$ cat config.mk
export PLATFORM = sky130hd
export DESIGN_NAME = scan_ctrl
export DESIGN_NICKNAME = d
export VERILOG_FILES = /design/src/rtl/scan_ctrl.sv
export SDC_FILE = /design/constraint.sdc
export NUM_CORES = 1
export LEC_CHECK = 0
export ABC_AREA = 1
export CORE_ASPECT_RATIO = 1.2
export CORE_MARGIN = 2
export CORE_UTILIZATION = 40
export CTS_BUF_LIST = sky130_fd_sc_hd__clkbuf_8
export DETAILED_ROUTE_END_ITERATION = 6
export GPL_ROUTABILITY_DRIVEN = 0
export PLACE_DENSITY = 0.68
export SYNTH_ARGS = -nofsm -noshare
export SYNTH_HDL_FRONTEND = slang
export SYNTH_SLANG_ARGS = --single-unit
$ cat constraint.sdc
create_clock -name CK -period 1.6 [get_ports CK]
set_clock_uncertainty 0.05 [all_clocks]
set_input_delay 0.32 -clock CK [delete_from_list [all_inputs] [get_ports CK]]
set_output_delay 0.32 -clock CK [all_outputs]
set_load 0.005 [all_outputs]
$ cat src/rtl/scan_ctrl.sv
// Scan test sequencer: loads a pattern into an external scan chain, pulses one
// capture cycle, unloads the response and compares it against a masked expectation.
module scan_ctrl #(
  parameter int CHAIN_LEN = 32
) (
  input  logic                 CK,
  input  logic                 RESETN,
  input  logic                 START,
  input  logic [CHAIN_LEN-1:0] PAT_IN,
  input  logic [CHAIN_LEN-1:0] EXP_IN,
  input  logic [CHAIN_LEN-1:0] MASK_IN,
  input  logic                 SO,
  output logic                 SE,
  output logic                 SI,
  output logic                 BUSY,
  output logic                 DONE,
  output logic                 PASS,
  output logic [CHAIN_LEN-1:0] RESP
);

  localparam int CW = $clog2(CHAIN_LEN);
  localparam logic [CW-1:0] LAST = CW'(CHAIN_LEN - 1);

  typedef enum logic [2:0] {
    IDLE,
    SHIFT,
    CAPT,
    UNLOAD,
    CMP
  } state_t;

  state_t               state;
  logic [CW-1:0]        cnt;
  logic [CHAIN_LEN-1:0] pat_sh;
  logic [CHAIN_LEN-1:0] exp_q;
  logic [CHAIN_LEN-1:0] mask_q;

  // Outputs are set one edge ahead so each cycle already sees its own SE/SI value.
  always_ff @(posedge CK or negedge RESETN) begin
    if (!RESETN) begin
      state  <= IDLE;
      cnt    <= '0;
      pat_sh <= '0;
      exp_q  <= '0;
      mask_q <= '0;
      SE     <= 1'b0;
      SI     <= 1'b0;
      BUSY   <= 1'b0;
      DONE   <= 1'b0;
      PASS   <= 1'b0;
      RESP   <= '0;
    end else begin
      DONE <= 1'b0;
      case (state)
        IDLE: begin
          if (START) begin
            state  <= SHIFT;
            cnt    <= '0;
            pat_sh <= PAT_IN << 1;
            exp_q  <= EXP_IN;
            mask_q <= MASK_IN;
            SE     <= 1'b1;
            SI     <= PAT_IN[CHAIN_LEN-1];
            BUSY   <= 1'b1;
          end
        end
        SHIFT: begin
          if (cnt == LAST) begin
            state <= CAPT;
            cnt   <= '0;
            SE    <= 1'b0;
            SI    <= 1'b0;
          end else begin
            cnt    <= cnt + 1'b1;
            SI     <= pat_sh[CHAIN_LEN-1];
            pat_sh <= pat_sh << 1;
          end
        end
        CAPT: begin
          state <= UNLOAD;
          cnt   <= '0;
          SE    <= 1'b1;
          SI    <= 1'b0;
        end
        UNLOAD: begin
          // The far end of the chain comes out first, so fill RESP from the top.
          RESP[LAST - cnt] <= SO;
          if (cnt == LAST) begin
            state <= CMP;
            cnt   <= '0;
            SE    <= 1'b0;
          end else begin
            cnt <= cnt + 1'b1;
          end
        end
        CMP: begin
          PASS  <= (((RESP ^ exp_q) & ~mask_q) == '0);
          DONE  <= 1'b1;
          BUSY  <= 1'b0;
          state <= IDLE;
        end
        default: begin
          state <= IDLE;
          cnt   <= '0;
          SE    <= 1'b0;
          SI    <= 1'b0;
          BUSY  <= 1'b0;
        end
      endcase
    end
  end

endmodule
==> results.toml <==
[power]
seq_power_share_pct = 34.5
p_per_area_nw_per_um2 = 1860
power.share.clock_pct = 17.3
intPower_uw = 10800
p_switching_uw = 6680
swShare_pct = 38.3
ir_drop_mv = 1.01
p_total_uw = 17500
pwr-share-comb_pct = 48.2
p_leak_uw = 0.00458

[final_layout]
regArea_um2 = 3500
multi_input_area_um2 = 2620
layout-drive-gt1-share_pct = 19.4
n_fill_cell = 1464
n_antenna_cell = 0
synthToLayoutAreaGrowth_pct = 43.1
fin_nets = 1048

[floorplan]
die_x_um = 121
ios = 137
start_util_pct = 40.6
dieArea_um2 = 17400
core-area_um2 = 16100
dieHeight_um = 144
rows = 51

[setup_path]
crit_slowest_cell = "dfrtp_1"
critPathLaunchType = "flip-flop"
r2r_end = "pat_sh[6]$_DFFE_PN0P_"
worst-r2r-cell-count = 10
worstSetupEndpointType = "flip-flop"
path_class = "reg2reg"
worstReg2RegStart = "cnt[1]$_DFFE_PN0P_"
cp_slowest_stage_delay_ps = 360
worstPathRequired_ps = 1920
crit_arrival_ps = 2060
reg2reg_slack_ps = -140
path_max_fanout = 6
crit_chain = "ha_2 > inv_2 > nor2_2 > ha_2 > inv_2 > o2111ai_4 > buf_8 > clkbuf_16 > nand2_1 > o21ai_1"

[drt]
wl_per_cell_um = 14.5
via_per_inst = 4.83
first_pass_iters = 4
drc = 0
initialDrtViolationCount = 283
totalWireLength_um = 17000
via_count = 5636
ant_nets = 0

[clocking]
clock-root-buffer = "clkbuf_8"
path_clk_slew_ps = 80
tritoncts = "built"
cts-htree-levels = 4
clk_latency_ps = 450
cts_buffers = 17
cts_buffer_depth = 2
clock_sinks = 140

[place]
hpwl_um = 11100
port_buffers = 136

[synth]
synth_top_cell_area_share_pct = 53.5
synth.cell_area_um2 = 6550
synthArstFlopShare_pct = 100
synth_largest_area_cell = "dfrtp_1"
synth_edf_count = 0
syn_nets = 837
ys_seq_area_share_pct = 53.5
synthCells = 732
synthTopCellsByArea = "dfrtp_1, nand2_1, a21oi_1, inv_1, mux2i_1"
synth_top_cells_by_count = "dfrtp_1, nand2_1, inv_1"
synth_most_common_cell = "dfrtp_1"
ys_ff_latch = 140
synth-main-ff-cell = "dfrtp_1"
yosysUniqueCellTypes = 31
ys_warn_count = 0
syn_area_per_cell_um2 = 8.95

[sta]
setup_ws_ps = -137
post-route-min-period_ps = 1740
setup_viol = 31
timing.hold.ws_ps = 269
period_share_pct = 109
rsz0062_at_grt = "true"
slew_violations = 0
hold_viol_final = 0
slew_headroom_pct = 72.5
max_freq_mhz = 576
worstMarginPinSlew_ps = 409

[run_status]
outcome = "complete, but fails checks"
violations = "negative setup slack"

[global_routing]
met3_usage_pct = 4.65
grt_pass1_vias = 5309
grt-ovfl-total = 0
grt_first_pass_wirelength_um = 26600
gr-usage-all-layers_pct = 19.7
met2_usage_pct = 32.9
antenna_found_initial = 0
grt_max_degree = 45
grt_util_met1_pct = 25.1
top_usage_layer = "met2"

[worst_hold_path]
hp-class = "in2async"

[job]
drv_cap = 0
-- final cells by class --
cell class,instances,area share [%]
Clock inverter,14,1.79
Sequential cell,140,37.4
Timing Repair Buffer,222,23.4
Clock buffer,18,2.64
Inverter,100,4.01
Tap cell,212,2.83
Multi-Input combinational cell,462,27.9
-- kinds of logic (layout without fill, tap and decap cells) --
kind of cell | count (synthesis) | in the layout | synth area share, %
XOR/XNOR | 1 | 1 | 0.134
AND/OR/NAND/NOR | 252 | 252 | 17.1
buffers and inverters | 130 | 354 | 8.54
adder cells (fa/ha/maj) | 5 | 5 | 0.955
flip-flops | 140 | 140 | 53.5
AO/OA/AOI/OAI | 165 | 165 | 13.6
multiplexers | 39 | 39 | 6.13
-- placed cells by master, fill, tap and decap left out, types with 6 or more instances in the layout --
master           count
dfrtp_1            140
clkdlybuf4s50_1     98
inv_1               97
nand2_1             96
a21oi_1             89
nor2_1              77
buf_4               64
dlygate4sd2_1       37
a31oi_1             31
mux2i_1             30
o21ai_1             27
nand3_1             26
nand2_2             24
clkbuf_8            18
buf_12              10
mux2_2               9
o21ai_2              8
o21ai_0              7
buf_6                6
-- worst max-delay path by stage --
| stage | startpoint | end | slack (ps) | depth (start not counted) |
|---|---|---|---|---|
| 2_1_floorplan | cnt[0]$_DFFE_PN0P_ | pat_sh[31]$_DFFE_PN0P_ | -60 | 9 |
| 3_3_place_gp | START | cnt[3]$_DFFE_PN0P_ | -100 | 6 |
| 3_5_place_dp | START | cnt[3]$_DFFE_PN0P_ | -140 | 6 |
| 4_1_cts | cnt[1]$_DFFE_PN0P_ | pat_sh[11]$_DFFE_PN0P_ | -140 | 10 |
| 5_1_grt | cnt[1]$_DFFE_PN0P_ | pat_sh[14]$_DFFE_PN0P_ | -280 | 10 |
| 6_report | cnt[1]$_DFFE_PN0P_ | pat_sh[6]$_DFFE_PN0P_ | -140 | 10 |
-- registers in the layout, summed over array words and instances (netlist names) --
| name | cells |
|---|---|
| mask_q | 32 |
| BUSY | 1 |
| cnt | 5 |
| PASS | 1 |
| pat_sh | 31 |
| RESP | 32 |
| state | 3 |
| SE | 1 |
| exp_q | 32 |
| SI | 1 |
| DONE | 1 |
-- timing repair --
item                       4_1_cts  5_1_grt
hold endpoints to repair        29        0
cloned                           2        4
setup endpoints to repair       71       88
pin swaps                        0        5
setup buffers                   32        4
hold buffers                     1        0
resized for setup               48       44
-- power groups by stage --
stage / clock (µW) / combinational [µW] / sequential (µW)
2_1_floorplan: 0 / 4610 / 6030
3_3_place_gp: 0 / 6820 / 6150
3_5_place_dp: 0 / 7010 / 6200
4_1_cts: 3080 / 7820 / 5980
5_1_grt: 3240 / 9370 / 6210
6_report: 3010 / 8410 / 6030
-- through the flow --
step           cell area, µm²  utilization, %  worst slack [ps]  setup TNS, ps  instances
6_report                 9370            58.0              -137          -3310       1168
3_5_place_dp             8440            52.3              -139          -4890       1095
3_3_place_gp             8440            52.3              -101          -3060       1095
4_1_cts                  9140            56.6              -144          -3280       1162
5_1_grt                  9370            58.0              -281          -7630       1168
2_1_floorplan            6600               -             -63.4          -1860        732
-- layer usage --
layer,up-vias,wire [µm]
li1,2810,-
met1,2667,7430
met2,137,8480
met3,22,809
met4,0,264
met5,-,0
-- worst max-delay path: cells and delay by family (launching register included) --
kind | cells | cell delay [ps]
AO/OA/AOI/OAI | 2 | 310
AND/OR/NAND/NOR | 2 | 120
buffers and inverters | 4 | 450
adder cells (fa/ha/maj) | 2 | 390
flip-flops | 1 | 360
Note: power is estimated with default switching activity, not from simulation.
